`src/rtl/traffic_pkg.sv`:
```
// Shared definitions for the signal phase controller: phase encoding, light codes,
// road indices and the green-clamp / next-road selection helpers.
package traffic_pkg;

  typedef enum logic [1:0] {
    ST_ALL_RED = 2'd0,
    ST_GREEN   = 2'd1,
    ST_YELLOW  = 2'd2
  } phase_t;

  localparam logic [2:0] RED    = 3'b100;
  localparam logic [2:0] YELLOW = 3'b010;
  localparam logic [2:0] GREEN  = 3'b001;

  localparam logic [1:0] ROAD_N = 2'd0;
  localparam logic [1:0] ROAD_E = 2'd1;
  localparam logic [1:0] ROAD_S = 2'd2;
  localparam logic [1:0] ROAD_W = 2'd3;

  function automatic logic [7:0] clamp_green(input logic [7:0] tg,
                                             input logic [7:0] lo,
                                             input logic [7:0] hi);
    logic [7:0] r;
    r = tg;
    if (tg < lo) r = lo;
    else if (tg > hi) r = hi;
    return r;
  endfunction

  // First road after cur (wrapping) with waiting vehicles; plain round robin if none.
  function automatic logic [1:0] pick_next(input logic [1:0]  cur,
                                           input logic [31:0] counts);
    logic [1:0] cand;
    logic [1:0] sel;
    logic       found;
    sel   = cur + 2'd1;
    found = 1'b0;
    for (int k = 1; k <= 3; k++) begin
      cand = cur + 2'(k);
      if (!found && counts[{cand, 3'b000} +: 8] != 8'd0) begin
        sel   = cand;
        found = 1'b1;
      end
    end
    return sel;
  endfunction

endpackage

```
`src/rtl/signal_phase_controller_if.sv`:
```
// Bundle of the adaptation-unit inputs and the light/status outputs of the controller.
interface signal_phase_controller_if;
  logic       tick;
  logic [7:0] TGn, TGe, TGs, TGw;
  logic [7:0] N_n, N_e, N_s, N_w;
  logic [1:0] next_road;
  logic [1:0] cur_road;
  logic [2:0] light_n, light_e, light_s, light_w;
  logic [1:0] phase;
  logic [7:0] time_left;

  modport master (
    output tick, TGn, TGe, TGs, TGw, N_n, N_e, N_s, N_w,
    input  next_road, cur_road, light_n, light_e, light_s, light_w, phase, time_left
  );

  modport slave (
    input  tick, TGn, TGe, TGs, TGw, N_n, N_e, N_s, N_w,
    output next_road, cur_road, light_n, light_e, light_s, light_w, phase, time_left
  );
endinterface

```
`src/rtl/phase_timer.sv`:
```
// Loadable 8-bit down-counter advanced by tick; done marks the last tick of a phase.
module phase_timer #(
  parameter int RESET_VAL = 1
) (
  input  logic       clk,
  input  logic       reset,
  input  logic       tick,
  input  logic       load,
  input  logic [7:0] load_val,
  output logic [7:0] count,
  output logic       done
);

  assign done = tick && (count == 8'd1);

  always_ff @(posedge clk or posedge reset) begin
    if (reset) count <= 8'(RESET_VAL);
    else if (load) count <= load_val;
    else if (tick && count != 8'd0) count <= count - 8'd1;
  end

endmodule

```
`src/rtl/signal_phase_controller.sv`:
```
// Four-road traffic phase controller: ALL_RED -> GREEN -> YELLOW cycle with
// clamped adaptive green time and demand-driven selection of the next road.
module signal_phase_controller
  import traffic_pkg::*;
#(
  parameter int MIN_GREEN   = 5,
  parameter int MAX_GREEN   = 60,
  parameter int YELLOW_TIME = 3,
  parameter int ALLRED_TIME = 1
) (
  input  logic                      clk,
  input  logic                      reset,
  signal_phase_controller_if.slave  bus
);

  phase_t      state_q, state_d;
  logic [1:0]  cur_q, next_q;
  logic        done;
  logic [7:0]  time_left;
  logic [7:0]  load_val;
  logic [7:0]  tg_sel;
  logic [31:0] counts;
  logic [2:0]  light [4];

  assign counts = {bus.N_w, bus.N_s, bus.N_e, bus.N_n};

  always_comb begin
    case (next_q)
      ROAD_N:  tg_sel = bus.TGn;
      ROAD_E:  tg_sel = bus.TGe;
      ROAD_S:  tg_sel = bus.TGs;
      default: tg_sel = bus.TGw;
    endcase
  end

  // The timer reloads on the same edge that ends a phase.
  phase_timer #(.RESET_VAL(ALLRED_TIME)) u_timer (
    .clk      (clk),
    .reset    (reset),
    .tick     (bus.tick),
    .load     (done),
    .load_val (load_val),
    .count    (time_left),
    .done     (done)
  );

  always_comb begin
    state_d  = state_q;
    load_val = 8'(ALLRED_TIME);
    case (state_q)
      ST_ALL_RED: begin
        load_val = clamp_green(tg_sel, 8'(MIN_GREEN), 8'(MAX_GREEN));
        if (done) state_d = ST_GREEN;
      end
      ST_GREEN: begin
        load_val = 8'(YELLOW_TIME);
        if (done) state_d = ST_YELLOW;
      end
      ST_YELLOW: begin
        load_val = 8'(ALLRED_TIME);
        if (done) state_d = ST_ALL_RED;
      end
      default: state_d = ST_ALL_RED;
    endcase
  end

  always_ff @(posedge clk or posedge reset) begin
    if (reset) begin
      state_q <= ST_ALL_RED;
      cur_q   <= ROAD_N;
      next_q  <= ROAD_N;
    end else begin
      state_q <= state_d;
      if (done && state_q == ST_ALL_RED) cur_q  <= next_q;
      if (done && state_q == ST_GREEN)   next_q <= pick_next(cur_q, counts);
    end
  end

  always_comb begin
    for (int i = 0; i < 4; i++) begin
      light[i] = RED;
      if (cur_q == 2'(i)) begin
        if (state_q == ST_GREEN)       light[i] = GREEN;
        else if (state_q == ST_YELLOW) light[i] = YELLOW;
      end
    end
  end

  assign bus.light_n   = light[ROAD_N];
  assign bus.light_e   = light[ROAD_E];
  assign bus.light_s   = light[ROAD_S];
  assign bus.light_w   = light[ROAD_W];
  assign bus.phase     = state_q;
  assign bus.cur_road  = cur_q;
  assign bus.next_road = next_q;
  assign bus.time_left = time_left;

endmodule

```
`src/flat_wrapper.sv`:
```
// flat-port wrapper written by rule: the top's interface ports become plain ports
module signal_phase_controller_flat import traffic_pkg::*;
#(
  parameter int MIN_GREEN   = 5,
  parameter int MAX_GREEN   = 60,
  parameter int YELLOW_TIME = 3,
  parameter int ALLRED_TIME = 1
)
  (clk, reset, bus_tick, bus_TGn, bus_TGe, bus_TGs, bus_TGw, bus_N_n, bus_N_e, bus_N_s, bus_N_w, bus_next_road, bus_cur_road, bus_light_n, bus_light_e, bus_light_s, bus_light_w, bus_phase, bus_time_left);
  signal_phase_controller_if bus_i ();
  input  logic clk;
  input  logic reset;
  input wire logic [$bits(bus_i.tick)-1:0] bus_tick;
  input wire logic [$bits(bus_i.TGn)-1:0] bus_TGn;
  input wire logic [$bits(bus_i.TGe)-1:0] bus_TGe;
  input wire logic [$bits(bus_i.TGs)-1:0] bus_TGs;
  input wire logic [$bits(bus_i.TGw)-1:0] bus_TGw;
  input wire logic [$bits(bus_i.N_n)-1:0] bus_N_n;
  input wire logic [$bits(bus_i.N_e)-1:0] bus_N_e;
  input wire logic [$bits(bus_i.N_s)-1:0] bus_N_s;
  input wire logic [$bits(bus_i.N_w)-1:0] bus_N_w;
  output wire logic [$bits(bus_i.next_road)-1:0] bus_next_road;
  output wire logic [$bits(bus_i.cur_road)-1:0] bus_cur_road;
  output wire logic [$bits(bus_i.light_n)-1:0] bus_light_n;
  output wire logic [$bits(bus_i.light_e)-1:0] bus_light_e;
  output wire logic [$bits(bus_i.light_s)-1:0] bus_light_s;
  output wire logic [$bits(bus_i.light_w)-1:0] bus_light_w;
  output wire logic [$bits(bus_i.phase)-1:0] bus_phase;
  output wire logic [$bits(bus_i.time_left)-1:0] bus_time_left;
  assign bus_i.tick = bus_tick;
  assign bus_i.TGn = bus_TGn;
  assign bus_i.TGe = bus_TGe;
  assign bus_i.TGs = bus_TGs;
  assign bus_i.TGw = bus_TGw;
  assign bus_i.N_n = bus_N_n;
  assign bus_i.N_e = bus_N_e;
  assign bus_i.N_s = bus_N_s;
  assign bus_i.N_w = bus_N_w;
  assign bus_next_road = bus_i.next_road;
  assign bus_cur_road = bus_i.cur_road;
  assign bus_light_n = bus_i.light_n;
  assign bus_light_e = bus_i.light_e;
  assign bus_light_s = bus_i.light_s;
  assign bus_light_w = bus_i.light_w;
  assign bus_phase = bus_i.phase;
  assign bus_time_left = bus_i.time_left;
  signal_phase_controller #(.MIN_GREEN(MIN_GREEN), .MAX_GREEN(MAX_GREEN), .YELLOW_TIME(YELLOW_TIME), .ALLRED_TIME(ALLRED_TIME)) u_core (.clk(clk), .reset(reset), .bus(bus_i));
endmodule
```
`config.mk`:
```
export PLATFORM = sky130hd
export DESIGN_NAME = signal_phase_controller_flat
export DESIGN_NICKNAME = d
export VERILOG_FILES = /design/src/rtl/traffic_pkg.sv /design/src/rtl/signal_phase_controller_if.sv /design/src/rtl/phase_timer.sv /design/src/rtl/signal_phase_controller.sv /design/src/flat_wrapper.sv
export SDC_FILE = /design/constraint.sdc
export NUM_CORES = 1
export LEC_CHECK = 0
export ABC_AREA = 1
export BUFFER_PORTS_ARGS = -buffer_cell sky130_fd_sc_hd__buf_2
export CAP_MARGIN = 20
export CORE_UTILIZATION = 50
export CTS_CLUSTER_SIZE = 40
export DETAILED_ROUTE_END_ITERATION = 8
export GPL_ROUTABILITY_DRIVEN = 1
export GPL_TIMING_DRIVEN = 0
export PLACE_DENSITY = 0.95
export SETUP_SLACK_MARGIN = 0.2
export SLEW_MARGIN = 20
export SYNTH_ARGS = -nofsm -noshare
export SYNTH_HDL_FRONTEND = slang
export SYNTH_SLANG_ARGS = --single-unit
```
`constraint.sdc`:
```
create_clock -name clk -period 3.06 [get_ports clk]
set_input_delay 0.306 -clock clk [delete_from_list [all_inputs] [get_ports clk]]
set_output_delay 0.306 -clock clk [all_outputs]
set_load 0.005 [all_outputs]
```
==> Yosys cells after proc, flatten, opt, wreduce, memory -nomap -nowiden <==
Index checks and enable logic that the tools add are counted.
{ "op_classes": {"bitwise_logic": 0, "mul": 0, "eq_ne": 11, "n_lt_le_gt_ge": 2, "n_mux": 22, "shift": 3, "n_div": 0, "addsub": 4, "n_reduce_logical": 17} }
{ "ops": {"columns": ["cell", "count"], "rows": [
  ["variable part select 32 x 6 -> 8 bit", 3],
  ["2-to-1 mux 8 bit", 4],
  ["nonzero test 8 bit", 4],
  ["case mux 8 bit (3 select lines)", 1],
  ["2-to-1 mux 3 bit", 6],
  ["case mux 8 bit (2 select lines)", 1],
  ["2-to-1 mux 2 bit", 5],
  ["== test 2 bit, second input constant", 4],
  ["== test 8 x 1 -> 1 bit, second input constant", 1],
  ["> comparator 8 x 6 -> 1 bit, second input constant", 1],
  ["less-than comparator 8 x 3 -> 1 bit, second input constant", 1],
  ["subtractor 8 x 1 -> 8 bit, second input constant", 1],
  ["== test 2 x 1 -> 1 bit, second input constant", 3],
  ["logical AND 1 bit", 6],
  ["zero test 2 bit", 3],
  ["inequality test 2 x 1 -> 1 bit, second input constant", 3],
  ["case mux 2 bit (3 select lines)", 1],
  ["adder 2 bit, second input constant", 2],
  ["2-to-1 mux 1 bit", 4],
  ["AND reduction 3 bit", 1],
  ["adder 2 x 1 -> 2 bit, second input constant", 1],
  ["zero test 1 bit", 2],
  ["nonzero test 2 bit", 1]
]} }
{ "totals": {"output_inout_bits": 26, "reg_bits": 14, "input_bits": 67, "rom_bits": 0, "memories": 0, "mem_bits_rw": 0, "word_cells": 63, "latch_bits": 0} }

==> Depth between registers and ports, before layout <==
{ "logic_depth": {"ltp_word": 12, "mapped_depth": 14, "ltp_nobuf": 13} }

==> Cells and area by module <==
A second synthesis with hierarchy kept.
{ "unflattened": {"cells_unflattened": 302, "area_unflattened_um2": 1715.4} }
{ "by_module_without_submodules": {"columns": ["mod", "seq_area_each_um2", "area_per_inst_um2", "cells_per_inst", "n_inst"], "rows": [
  ["signal_phase_controller", 150.1, 1116.1, 211, 1],
  ["phase_timer", 201.4, 599.3, 91, 1]
]} }

==> Least setup slack after synthesis <==
No wires, ideal clock.
{ "synth_timing": {"kind": "reg2reg", "from": "register u_core.cur_q[0], in the netlist u_core.bus.cur_road[0]", "to": "register u_core.next_q[0], in the netlist u_core.bus.next_road[0]", "required_time_ns": 2.944, "slack_ns": 1.043, "period_less_slack_ns": 2.017, "path_stages_with_launch": 15, "setup_time_ns": 0.116, "arrival_ns": 1.900, "path_buffers": 2, "cell_sequence": "dfrtp_1 inv_2 buf_6 ha_1 buf_2 inv_2 nand3_1 nand2_1 nor2_1 nand2_1 nor2_4 nand2_2 xor2_1 nand2_1 nand2_1"} }
{ "synth_between": {"elab_chain_len": 12, "word_cells_on_any_way": 19, "classes_between": "add/sub: 3; shift: 3; mux: 6; reduce/logical: 7"} }
{ "synth_lines": {"columns": ["item", "line", "rtl"], "rows": [
  ["start: declaration", "signal_phase_controller.sv:17", "logic [1:0] cur_q, next_q;"],
  ["start signal: assignment", "signal_phase_controller.sv:74", "if (done && state_q == ST_ALL_RED) cur_q <= next_q;"],
  ["adder 2 x 1 -> 2 bit", "traffic_pkg.sv:36, traffic_pkg.sv:39", null],
  ["variable part select 32 x 6 -> 8 bit", "traffic_pkg.sv:40", "if (!found && counts[{cand, 3'b000} +: 8] != 8'd0) begin"],
  ["nonzero test 8 bit", "traffic_pkg.sv:40", null],
  ["2-to-1 mux 1 bit", "traffic_pkg.sv:40", null],
  ["2-to-1 mux 1 bit", "signal_phase_controller.sv:75", "if (done && state_q == ST_GREEN) next_q <= pick_next(cur_q, counts);"],
  ["zero test 1 bit", "traffic_pkg.sv:40", null],
  ["logical AND 1 bit", "traffic_pkg.sv:40", null],
  ["2-to-1 mux 1 bit", "traffic_pkg.sv:40", null],
  ["2-to-1 mux 1 bit", "signal_phase_controller.sv:75", null],
  ["zero test 1 bit", "traffic_pkg.sv:40", null],
  ["logical AND 1 bit", "traffic_pkg.sv:40", null],
  ["2-to-1 mux 2 bit *", "traffic_pkg.sv:40", null],
  ["end signal: assignment", "signal_phase_controller.sv:75", null],
  ["end: declaration", "signal_phase_controller.sv:17", null]
]} }
Every way passes the cells marked *; elsewhere a longest branch is shown, timed or not. The select of a mux whose other input is x is not followed.
A chain may end at the register's enable or synchronous reset.

==> Worst setup path after layout <==
Same ends and word-level chain as after synthesis.

==> run metrics <==
status completed; DR WL/cell roughly 11 um; Clock Skew ~0.0060 ns; die width ~63 um; Initial DRT Pass Iterations 4; Crit Path Class reg -> reg; Crit-path slowest cell dfrtp_1; FF-to-FF End u_core.bus.next_road[0]$_DFFE_PP0P_; post-synth net total approximately 420; CTS Buf Count 3; RR Startpoint u_core.bus.cur_road[0]$_DFFE_PP0P_; fin util 70.5%; P_sw 283 uW; Critical Path Fanout Max 11; nets roughly 500; Syn Std Cell Area approximately 0.0019 mm^2; clk root buf clkbuf_8; fillers a little over 300; final WL 5140 um; Top Layer Used met4; worst path arrival time between 2 and 2.5 ns; share of layout cells above drive strength 1 between 20% and 30%; # rows 21; Synth area leaders nand2_1 (27%), dfrtp_1 (18%), inv_1 (9.1%); DP HPWL between 4000 and 5000 um; Via density between 4 and 5; CP Capture Type register; flops & latches, synth 14; via count about 2,400; min Tclk post-route between 2 and 2.5 ns; prevailing post-synth register cell dfrtp_1; WL met3 approximately 280 um; port buffer count 92; Cell Pwr Density between 300 and 400 mW/mm^2; Initial Util between 50 and 60%; max-slew violations 0; area leader, netlist nand2_1; RD Place Congestion 0.861; clock share of power between 20% and 30%; DRC viols 0; period utilization about 76%; filler-free cell count of the finished design 483; Final TNS setup 0 ns; Gate power share 40.2%; post-CTS setup buffers 0; unique cell type count in the Yosys netlist 31; fmax 0.431 GHz; unrepaired setup endpoints after global routing false; Setup Viol. Count Final 0; initial DRC count 166; worst-case clock buffer depth 2; Crit path depth 14; Clock transition at path regs ~0.060 ns; critical path launch point type register; first-pass GRT wire length approximately 9000 um; antenna diode count 0; Die Area about 0.0040 mm^2; P_leak 1.45 nW; total congestion overflow 0; r2r setup slk around 0.74 ns; die height between 60 and 70 um; CP Cell Sequence inv_2 > buf_6 > ha_1 > buf_2 > inv_2 > nand3_1 > nand2_1 > nor2_1 > nand2_1 > nor2_4 > nand2_2 > xor2_1 > nand2_1 > nand2_1; Buf/Inv on CP 4; Yosys top cell area share between 20% and 30%; setup ws final about 0.74 ns; reg2reg path depth 14; most used cell, CP nand2_1; met2 wire len 2520 um; sequential fraction of the synthesis area between 10% and 20%; Hold Violations, Final 0; Worst Path Required roughly 3.2 ns; most frequent cells after synthesis nand2_1 (134), inv_1 (45), nor2_1 (42), nand3_1 (29), o21ai_0 (21); CP delay by family, top simple AND/OR/NAND/NOR gates; TritonCTS sink count 14; H-tree levels 1; switching part of the total 36.9%; Slew HR 64.1%; FFs w/ async S/R, synth 100%; crit path to u_core.bus.next_road[0]$_DFFE_PP0P_; M1 WL 2300 um; pre-CTS WS between 0.8 and 0.9 ns; Worst-Margin Slew 0.538 ns; Layout area overhead 30.9%; Largest stage delay, worst path 0.48 ns; Core Footprint about 0.0034 mm^2; Critical Path Start u_core.bus.cur_road[0]$_DFFE_PP0P_; GRT Overall Usage 27.4%; Top Ports between 90 and 100; Mapped Avg Cell Area between 5 and 6 um^2; most frequent cell after synthesis nand2_1; Mapped Cells between 300 and 400; Tightest Hold Check Type in -> async; final antenna-violating net count 0; CTS tree built; initial antenna violation count 0; number of global-route vias before repair 2,215; clk_lat worst skew 0.25 ns; pin count of the biggest net entering global routing 15; Post-synth EDFFs 0; cts repair resizes 0; synth warn 0; Seq pwr share 36.1%; post-placement cell count 479; Max IR drop VDD 0.152 mV; max cap viols 0; Post-CTS Hold Buffers 0; internal power approximately 480 uW
final cells by class:
cell class / instances / area, um^2 / area share, %
inverters: 50 / 188 / 7.74
repair buffers: 92 / 460 / 19.0
clock buffers: 4 / 55.1 / 2.27
well taps: 46 / 57.6 / 2.37
plain buffers: 6 / 36.3 / 1.50
flip-flops and latches: 14 / 352 / 14.5
multi-input cells: 271 / 1280 / 52.7
cell usage in the layout (no fill, tap or decap), drive strengths merged, types with 3 or more instances in the layout:
master and instances:
nand2 136, dfrtp 13, clkbuf 4, a21oi 3, ha 9, buf 98
inv 50, nand3 29, nor3 4, o21ai 21, nor2 45, or2 10
a31oi 3
stage by stage:
stage          total power [mW]  instance area [um^2]  hold WS [ns]
3_3_place_gp              0.568                  2370         0.363
4_1_cts                   0.767                  2430         0.105
3_5_place_dp              0.585                  2370         0.369
6_report                  0.767                  2430        0.0880
5_1_grt                   0.835                  2430         0.132
2_1_floorplan             0.455                  1850         0.195
worst min path at each step:
stage	from	endpoint	slack, ns	cells after the start
4_1_cts	reset	u_core.bus.phase[1]$_DFFE_PP0P_	0.11	2
5_1_grt	reset	u_core.bus.phase[1]$_DFFE_PP0P_	0.13	2
3_3_place_gp	reset	u_core.u_timer.count[7]$_DFFE_PP0P_	0.36	2
2_1_floorplan	reset	u_core.bus.cur_road[0]$_DFFE_PP0P_	0.19	1
6_report	reset	u_core.bus.phase[1]$_DFFE_PP0P_	0.09	2
3_5_place_dp	reset	u_core.bus.phase[1]$_DFFE_PP0P_	0.37	2
worst register-to-register path, cell delays in order (launching register included):
cell     delay (ns)
dfrtp_1        0.48
inv_2          0.15
buf_6          0.18
ha_1           0.27
buf_2          0.19
inv_2          0.12
nand3_1        0.10
nand2_1        0.05
nor2_1         0.09
nand2_1        0.10
nor2_4         0.16
nand2_2        0.07
xor2_1         0.14
nand2_1        0.06
nand2_1        0.05
power groups by stage:
stage / registers [mW] / clock network [mW] / logic [mW]
3_5_place_dp: 0.278 / 0 / 0.307
2_1_floorplan: 0.276 / 0 / 0.179
5_1_grt: 0.283 / 0.197 / 0.355
6_report: 0.277 / 0.182 / 0.308
4_1_cts: 0.275 / 0.183 / 0.308
3_3_place_gp: 0.276 / 0 / 0.293
registers in the layout (all words and copies together), names as in the netlist:
register and count:
u_core.u_timer.count 8, u_core.bus.next_road 2, u_core.bus.phase 2, u_core.bus.cur_road 2
layer usage:
| layer | track usage, % | vias up |
|---|---|---|
| li1 | - | 1247 |
| met1 | 32.9 | 1059 |
| met5 | 0 | - |
| met3 | 3.65 | 2 |
| met4 | 7.27 | 0 |
| met2 | 50.3 | 82 |
logic make-up (layout without fill, tap and decap cells):
| kind of cell | Yosys count | in the layout | share of synthesized area (%) |
|---|---|---|---|
| AO/OA/AOI/OAI | 32 | 32 | 9.72 |
| XOR/XNOR | 2 | 2 | 0.945 |
| adder cells (fa/ha/maj) | 9 | 9 | 6.08 |
| buffers and inverters | 56 | 152 | 12.1 |
| flip-flops | 14 | 14 | 19.0 |
| AND/OR/NAND/NOR | 228 | 228 | 52.2 |
No activity file was read; power rests on OpenSTA's default activity.
